**src/rtl/prime_verify_multi_pkg.sv**
```systemverilog
// Shared types and constants for the prime-prediction game verifier.
// State encoding is fixed so other blocks and debug tooling can decode it.
package prime_pred_pkg;

  typedef enum logic [1:0] {
    S_IDLE = 2'd0,
    S_EVAL = 2'd1,
    S_HOLD = 2'd2
  } state_t;

  localparam int MAX_PLY = 8;

endpackage

```
**src/rtl/prime_verify_multi_sat_counter.sv**
```systemverilog
// Saturating up-counter with synchronous clear; clear wins over increment.
module sat_counter #(
  parameter int W = 4
) (
  input  logic         clk,
  input  logic         rst,
  input  logic         clr,
  input  logic         inc,
  output logic [W-1:0] q
);

  logic [W-1:0] q_reg;

  always_ff @(posedge clk) begin
    if (!rst || clr) begin
      q_reg <= '0;
    end else if (inc && (q_reg != {W{1'b1}})) begin
      q_reg <= q_reg + 1'b1;
    end
  end

  assign q = q_reg;

endmodule

```
**src/rtl/prime_verify_multi.sv**
```systemverilog
// Multi-player round verifier: captures prime claims, checks them against the
// prime flag one cycle later, pulses win/miss, and keeps per-player scores.
module prime_verify_multi
  import prime_pred_pkg::*;
#(
  parameter int N_PLY     = 2,
  parameter int SCORE_W   = 4,
  parameter int TIMEOUT   = 16,
  parameter int MULTI_WIN = 1
) (
  input  logic                     clk,
  input  logic                     rst,
  input  logic                     rng,
  input  logic [N_PLY-1:0]         ply_req,
  input  logic                     adder,
  input  logic                     score_clr,
  output logic [N_PLY-1:0]         verify_out,
  output logic [N_PLY-1:0]         miss_out,
  output logic                     timeout,
  output logic                     busy,
  output logic [N_PLY*SCORE_W-1:0] score
);

  localparam int TW = (TIMEOUT == 0) ? 1 : $clog2(TIMEOUT + 1);
  localparam logic [TW-1:0] T_LAST = (TIMEOUT == 0) ? '0 : TW'(TIMEOUT - 1);

  state_t           state_reg, state_next;
  logic [N_PLY-1:0] mask_reg, mask_next;
  logic [N_PLY-1:0] verify_reg, verify_next;
  logic [N_PLY-1:0] miss_reg, miss_next;
  logic             timeout_reg, timeout_next;
  logic [TW-1:0]    timer_reg, timer_next;
  logic [N_PLY-1:0] pick_low;
  logic             timer_hit;
  logic             win_cycle;

  // Two's-complement trick isolates the lowest set claim bit.
  assign pick_low  = ply_req & (~ply_req + 1'b1);
  assign timer_hit = (TIMEOUT != 0) && (timer_reg == T_LAST);
  assign win_cycle = (state_reg == S_EVAL) && adder;

  always_ff @(posedge clk) begin
    if (!rst) begin
      state_reg   <= S_IDLE;
      mask_reg    <= '0;
      verify_reg  <= '0;
      miss_reg    <= '0;
      timeout_reg <= 1'b0;
      timer_reg   <= '0;
    end else begin
      state_reg   <= state_next;
      mask_reg    <= mask_next;
      verify_reg  <= verify_next;
      miss_reg    <= miss_next;
      timeout_reg <= timeout_next;
      timer_reg   <= timer_next;
    end
  end

  always_comb begin
    state_next   = state_reg;
    mask_next    = mask_reg;
    verify_next  = '0;
    miss_next    = '0;
    timeout_next = 1'b0;
    timer_next   = timer_reg;
    case (state_reg)
      S_IDLE: begin
        if (|ply_req) begin
          mask_next  = (MULTI_WIN != 0) ? ply_req : pick_low;
          state_next = S_EVAL;
        end
      end
      S_EVAL: begin
        if (adder) begin
          verify_next = mask_reg;
          state_next  = S_IDLE;
        end else begin
          miss_next  = mask_reg;
          timer_next = '0;
          state_next = S_HOLD;
        end
      end
      S_HOLD: begin
        // A fresh number always ends the hold, even on the timeout cycle.
        if (rng) begin
          state_next = S_IDLE;
        end else if (timer_hit) begin
          timeout_next = 1'b1;
          state_next   = S_IDLE;
        end else begin
          timer_next = timer_reg + 1'b1;
        end
      end
      default: state_next = S_IDLE;
    endcase
  end

  genvar gi;
  generate
    for (gi = 0; gi < N_PLY; gi++) begin : g_score
      sat_counter #(.W(SCORE_W)) u_cnt (
        .clk (clk),
        .rst (rst),
        .clr (score_clr),
        .inc (win_cycle && mask_reg[gi]),
        .q   (score[gi*SCORE_W +: SCORE_W])
      );
    end
  endgenerate

  assign verify_out = verify_reg;
  assign miss_out   = miss_reg;
  assign timeout    = timeout_reg;
  assign busy       = (state_reg != S_IDLE);

endmodule

```
**config.mk**
```make
export PLATFORM = sky130hd
export DESIGN_NAME = prime_verify_multi
export DESIGN_NICKNAME = d
export VERILOG_FILES = /design/src/rtl/prime_verify_multi_pkg.sv /design/src/rtl/prime_verify_multi_sat_counter.sv /design/src/rtl/prime_verify_multi.sv
export SDC_FILE = /design/constraint.sdc
export NUM_CORES = 1
export LEC_CHECK = 0
export BUFFER_PORTS_ARGS = -buffer_cell sky130_fd_sc_hd__buf_2
export CAP_MARGIN = 10
export CORE_UTILIZATION = 49
export CTS_BUF_LIST = sky130_fd_sc_hd__clkbuf_4
export CTS_CLUSTER_DIAMETER = 40
export CTS_CLUSTER_SIZE = 10
export DETAILED_ROUTE_END_ITERATION = 6
export PLACE_DENSITY = 0.76
export REMOVE_ABC_BUFFERS = 1
export SYNTH_ARGS = -nofsm -noshare
export SYNTH_HDL_FRONTEND = slang
export SYNTH_SLANG_ARGS = --single-unit
```
**constraint.sdc**
```tcl
create_clock -name clk -period 2.3 [get_ports clk]
set_input_delay 0.115 -clock clk [delete_from_list [all_inputs] [get_ports clk]]
set_output_delay 0.115 -clock clk [all_outputs]
set_load 0.1 [all_outputs]
```
==> flow_metrics.py, run 1 <==
metrics = {
    "sta": {
        "max_clock_freq_mhz": 454.3,
        "rsz_0062_raised_after_global_routing": "no",
        "max_slew_margin_pct": 67.74,
        "setup_slack_ns": 0.09899,
        "timing.setup.tns_ns": 0,
        "hold_viol_final": 0,
        "worst_hold_margin_ns": 0.06573,
        "period_share_pct": 95.70,
        "skew_ns": 0.01285,
        "timing_max_transition_violations_final": 0,
        "setup_viol": 0,
        "worst_pin_slew_ns": 0.4872,
        "layout_min_cycle_time_ns": 2.201,
    },
    "place": {
        "place_hpwl_um": 1347,
        "place_worst_setup_slack_ns": 0.1351,
        "dpl-instance-area_um2": 1100,
        "placer_congestion_estimate": 0.8114,
        "portBuffers": 20,
        "placed_cells": 146,
    },
    "setup_path": {
        "timing.critical_path.required_ns": 2.55,
        "criticalPathCategory": "reg2reg",
        "cp-end-kind": "register",
        "worst-path-max-fanout": 5,
        "worst_r2r_path_depth": 6,
        "timing.critical_path.from_type": "register",
        "signal_arrival_time_at_the_worst_endpoint_ns": 2.45,
    },
    "clocking": {
        "cts_max_level": 1,
        "ctsLongestPathBuffers": 2,
        "ctsResizeCount": 0,
        "cts_tree": "done",
        "post_cts_buffers": 0,
        "cts.reportedPaths.clkPinSlew_ns": 0.13,
        "hold_buffers": 1,
        "insertion_delay_ns": 0.31,
        "clock_sink_count": 22,
        "clock_tree_root_driver_cell": "clkbuf_4",
        "total_cts_buffers": 3,
    },
    "layout": {
        "final_layout_net_count": 138,
        "post_layout_nonfiller_instances": 151,
        "postLayoutCellArea_um2": 1136,
        "final_util_pct": 63.72,
        "antenna-diode-count": 0,
        "largest_register_ff_count": 8,
        "fillers": 156,
        "area_growth_syn_to_layout_pct": 17.16,
        "drive_above_1_share_pct": 24.60,
    },
    "synth": {
        "synth.largest_area_cell": "dfxtp_1",
        "synth_common_cells": "dfxtp_1, a21oi_1, nand3_1",
        "synth-seq-cells": 22,
        "syn-instance-count": 103,
        "postSynthAreaPerCell_um2": 9.414,
        "synth.cell_area_um2": 969.7,
        "synth_edf_count": 0,
        "share_of_the_synthesized_area_in_the_top_cell_type_pct": 45.42,
        "synthTopCellsByArea": "dfxtp_1, a21oi_1, and4b_1",
        "yosysSeqAreaShare_pct": 45.42,
        "post-synth-top-count-cell": "dfxtp_1",
        "post_synthesis_cell_type_count": 28,
        "postSynth.asyncResetShare_pct": 0,
        "synth_ff_type": "dfxtp_1",
        "yosysWarnings": 0,
    },
    "hold_path": {
        "hp-class": "in2reg",
        "worstHoldPathCells": 3,
    },
    "power": {
        "intPower_mw": 0.4739,
        "clock_power_share_pct": 27.6,
        "share_comb_of_total_power_pct": 10.5,
        "sum_of_internal_switching_and_leakage_power_mw": 0.6459,
        "sequential_cell_fraction_of_total_power_pct": 61.9,
        "power.share.switching_pct": 26.62,
        "max-vdd-ir-drop_mv": 0.3714,
        "pwr_density_cell_nw_per_um2": 568.5,
        "leakage_nw": 0.4728,
        "p_sw_mw": 0.1719,
    },
    "grt": {
        "grtUsageTotal_pct": 20.16,
        "grt_max_degree": 16,
        "globalRoute.totalOverflow": 0,
        "antenna_violations_before_repair": 0,
        "grt_pass1_wl_um": 3056,
        "first_global_vias": 753,
    },
    "floorplan": {
        "fp.coreArea_um2": 1783,
        "die_w_um": 46.49,
        "initial_core_util_pct": 54.39,
        "die_height_um": 46.49,
        "design.die.area_um2": 2161,
        "std_cell_rows": 15,
        "number_of_primary_i_o_pins": 21,
    },
    "detailed_routing": {
        "drt_wl_total_um": 1863,
        "number_of_nets_with_antenna_violations_after_routing": 0,
        "avgRoutedWirePerCell_um": 12.34,
        "initialDrtViolationCount": 8,
        "route.detailed.vias_per_inst": 5.689,
        "drt_first_pass_iters": 4,
        "routed-via-count": 859,
        "drc_errors": 0,
    },
    "job": {
        "reported_max_cap_violation_count": 0,
    },
    "status": {
        "outcome": "complete, no violations",
    },
}
[worst paths after layout]
check                             from  slack (ns)                        end
max          timer_reg[0]$_SDFFE_PN0P_         0.1  timer_reg[4]$_SDFFE_PN0P_
min                         ply_req[1]        0.07  state_reg[0]$_SDFFE_PN0P_
max reg2reg  timer_reg[0]$_SDFFE_PN0P_         0.1  timer_reg[4]$_SDFFE_PN0P_
min reg2reg  timer_reg[4]$_SDFFE_PN0P_        0.48  timer_reg[4]$_SDFFE_PN0P_
[critical path: stages, from the launching register on]
cell and delay [ns]:
dfxtp_1 0.37, ha_1 0.23, and3_1 0.19, ha_1 0.20
or4b_1 0.52, or4b_1 0.48, a21oi_1 0.15
[logic make-up after synthesis]
kind of cell,share of synthesized area [%]
AO/OA/AOI/OAI,14.58
adder cells (fa/ha/maj),5.161
buffers and inverters,2.450
flip-flops,45.42
AND/OR/NAND/NOR,32.39
[cells in the final DEF, fill, tap and decap left out, types with 2 or more instances in the layout]
master and instances:
nand3_1 6, a311oi_1 2, nand4b_1 3, nor2_1 3, and3_1 3, nand2b_1 2
or4b_1 2, buf_2 20, or3_1 4, nor3_1 2, and4b_1 5, o31ai_1 2
dfxtp_1 22, a21oi_1 15, clkinv_1 2, nand3b_1 2, nor4b_1 2, nand2_1 5
o21ai_0 5, clkbuf_4 3, ha_1 4, buf_4 2, or3b_2 4
[power by group through the flow]
stage                     clock network, mW  logic (mW)  registers [mW]
after global routing                  0.203      0.0732           0.402
after floorplan                           0      0.0412           0.414
after detailed placement                  0      0.0665           0.408
final                                 0.178      0.0678           0.400
after global placement                    0      0.0662           0.408
after CTS                             0.189      0.0680           0.400
[final cells by class]
cell class / count / area (um2) / area share [%]
multi-input cells: 75 / 505.5 / 44.49
clock buffers: 3 / 22.52 / 1.982
inverters: 2 / 7.507 / 0.6608
flip-flops and latches: 22 / 440.4 / 38.77
well taps: 25 / 31.28 / 2.753
clock inverters: 1 / 3.754 / 0.3304
repair buffers: 23 / 125.1 / 11.01
[layer usage]
| layer | part of all wire (%) | wire length [um] | up-vias | global-route usage [%] |
|---|---|---|---|---|
| met5 | 0 | 0 | - | 0 |
| met3 | 4.0 | 75 | 2 | 3.529 |
| met1 | 48 | 894 | 392 | 24.76 |
| met4 | 0.81 | 15 | 0 | 11.76 |
| met2 | 47 | 877 | 28 | 32.50 |
| li1 | - | - | 437 | - |
(Power assumes the default switching activity.)
==> run 2: changes to the inputs <==
- CORE_UTILIZATION: 49 -> 23
- PLACE_DENSITY: 0.76 -> default
- REMOVE_ABC_BUFFERS: 1 -> default
==> flow_metrics.py, run 2 (synthesis results as in run 1) <==
metrics = {
    "status": {
        "outcome": "complete, no violations",
    },
    "sta": {
        "period_share_pct": 95.92,
        "layout_min_cycle_time_ns": 2.206,
        "worst_pin_slew_ns": 0.4874,
        "max_clock_freq_mhz": 453.3,
        "max_slew_margin_pct": 67.73,
        "setup_slack_ns": 0.09382,
        "timing_max_transition_violations_final": 0,
        "hold_viol_final": 0,
        "setup_viol": 0,
        "skew_ns": 0.003983,
        "timing.setup.tns_ns": 0,
        "worst_hold_margin_ns": 0.07283,
        "rsz_0062_raised_after_global_routing": "no",
    },
    "hold_path": {
        "worst_hold_path_ep": "state_reg[0]$_SDFFE_PN0P_",
        "worstHoldPathCells": 3,
        "hold_path.startpoint": "ply_req[1]",
        "hp-class": "in2reg",
    },
    "clocking": {
        "insertion_delay_ns": 0.31,
        "cts.reportedPaths.clkPinSlew_ns": 0.12,
        "post_cts_buffers": 0,
        "clock_sink_count": 22,
        "cts_tree": "done",
        "total_cts_buffers": 3,
        "cts_max_level": 1,
        "clock_tree_root_driver_cell": "clkbuf_4",
        "ctsLongestPathBuffers": 2,
    },
    "floorplan": {
        "fp.coreArea_um2": 4029,
        "number_of_primary_i_o_pins": 21,
        "initial_core_util_pct": 24.07,
        "design.die.area_um2": 4480,
        "std_cell_rows": 23,
        "die_w_um": 66.93,
        "die_height_um": 66.93,
    },
    "detailed_routing": {
        "drt_wl_total_um": 2240,
        "wl_met3_um": 142,
        "drc_errors": 0,
        "number_of_nets_with_antenna_violations_after_routing": 0,
        "initialDrtViolationCount": 27,
        "met2_length_um": 1050,
        "route.detailed.vias_per_inst": 5.119,
        "topRoutingLayerUsed": "met4",
        "avgRoutedWirePerCell_um": 12.66,
        "met1_length_um": 1037,
        "routed-via-count": 906,
        "drt_first_pass_iters": 4,
    },
    "synth": {
        "synth.net_count": 114,
    },
    "power": {
        "sequential_cell_fraction_of_total_power_pct": 60.7,
        "max-vdd-ir-drop_mv": 0.3109,
        "intPower_mw": 0.4748,
        "pwr_density_cell_nw_per_um2": 548.4,
        "clock_power_share_pct": 27.1,
        "share_comb_of_total_power_pct": 12.3,
        "p_sw_mw": 0.1743,
        "leakage_nw": 0.4822,
        "power.share.switching_pct": 26.85,
    },
    "setup_path": {
        "r2r_start": "timer_reg[1]$_SDFFE_PN0P_",
        "worst_r2r_path_depth": 6,
        "worst-path-max-fanout": 4,
        "rr_endpoint": "timer_reg[4]$_SDFFE_PN0P_",
        "signal_arrival_time_at_the_worst_endpoint_ns": 2.46,
        "criticalPathCategory": "reg2reg",
        "timing.critical_path.from_type": "register",
        "timing.critical_path.required_ns": 2.55,
        "setup.reg_to_reg.worst_slack_ns": 0.09,
        "cp-end-kind": "register",
    },
    "layout": {
        "antenna-diode-count": 0,
        "drive_above_1_share_pct": 27.56,
        "largest_register_ff_count": 8,
        "final_layout_net_count": 140,
        "layout.cells.most_common_list": "dfxtp_1, buf_2, a21oi_1, nand3_1",
        "area_growth_syn_to_layout_pct": 22.07,
        "layout_commonest_cell": "dfxtp_1",
    },
    "place": {
        "placer_congestion_estimate": 0.8049,
        "portBuffers": 20,
        "place_worst_setup_slack_ns": 0.09436,
        "place_hpwl_um": 1629,
    },
    "job": {
        "reported_max_cap_violation_count": 0,
    },
    "grt": {
        "grtUsageTotal_pct": 11.09,
        "first_global_vias": 865,
        "globalRoute.totalOverflow": 0,
        "antenna_violations_before_repair": 0,
        "grt_max_degree": 15,
        "grt_pass1_wl_um": 3739,
    },
}
[run 2: cell type report]
| class | instances | area, um2 |
|---|---|---|
| fill | 423 | 2845 |
| multi-input combinational | 75 | 509.2 |
| sequential | 22 | 441.7 |
| timing repair buffer | 25 | 140.1 |
| tap | 50 | 62.56 |
| clock buffer | 3 | 22.52 |
| inverter | 2 | 7.507 |
[run 2: how the worst max path moves through the flow]
stage	startpoint	endpoint	slack [ns]
4_1_cts	timer_reg[0]$_SDFFE_PN0P_	timer_reg[4]$_SDFFE_PN0P_	0.09
6_report	timer_reg[1]$_SDFFE_PN0P_	timer_reg[4]$_SDFFE_PN0P_	0.09
3_3_place_gp	timer_reg[0]$_SDFFE_PN0P_	timer_reg[4]$_SDFFE_PN0P_	0.20
3_5_place_dp	timer_reg[0]$_SDFFE_PN0P_	timer_reg[4]$_SDFFE_PN0P_	0.09
5_1_grt	timer_reg[0]$_SDFFE_PN0P_	timer_reg[4]$_SDFFE_PN0P_	0.001
2_1_floorplan	timer_reg[0]$_SDFFE_PN0P_	timer_reg[4]$_SDFFE_PN0P_	0.12
[run 2: routing by layer]
metal,GRT usage [%],up-vias
met5,0,-
met4,2.926,0
met3,3.596,3
met2,18.69,26
met1,13.37,437
li1,-,440
[run 2: through the flow]
stage / cells / power (mW) / utilization (%) / instance area [um2]
5_1_grt: 177 / 0.6829 / 29.38 / 1184
3_3_place_gp: 173 / 0.4785 / 28.45 / 1146
6_report: 177 / 0.6492 / 29.38 / 1184
2_1_floorplan: 103 / 0.4572 / - / 969.7
4_1_cts: 176 / 0.6537 / 29.01 / 1169
3_5_place_dp: 173 / 0.4801 / 28.45 / 1146
[run 2: power groups by stage]
stage	combinational [mW]	sequential [mW]	clock [mW]
after floorplan	0.0460	0.411	0
after global placement	0.0764	0.402	0
after detailed placement	0.0776	0.402	0
after CTS	0.0779	0.394	0.182
after global routing	0.0861	0.395	0.202
final	0.0796	0.394	0.176
[run 2: repair_timing]
item,4_1_cts,5_1_grt
resized for setup,0,2
hold buffers,0,1
endpoints found under the hold margin,0,1
setup endpoints to repair,0,1
[run 2: critical path, stage by stage, from the launching register on]
cell,delay (ns)
dfxtp_1,0.36
ha_1,0.21
and3_1,0.19
ha_1,0.21
or4b_1,0.53
or4b_1,0.50
a21oi_2,0.14
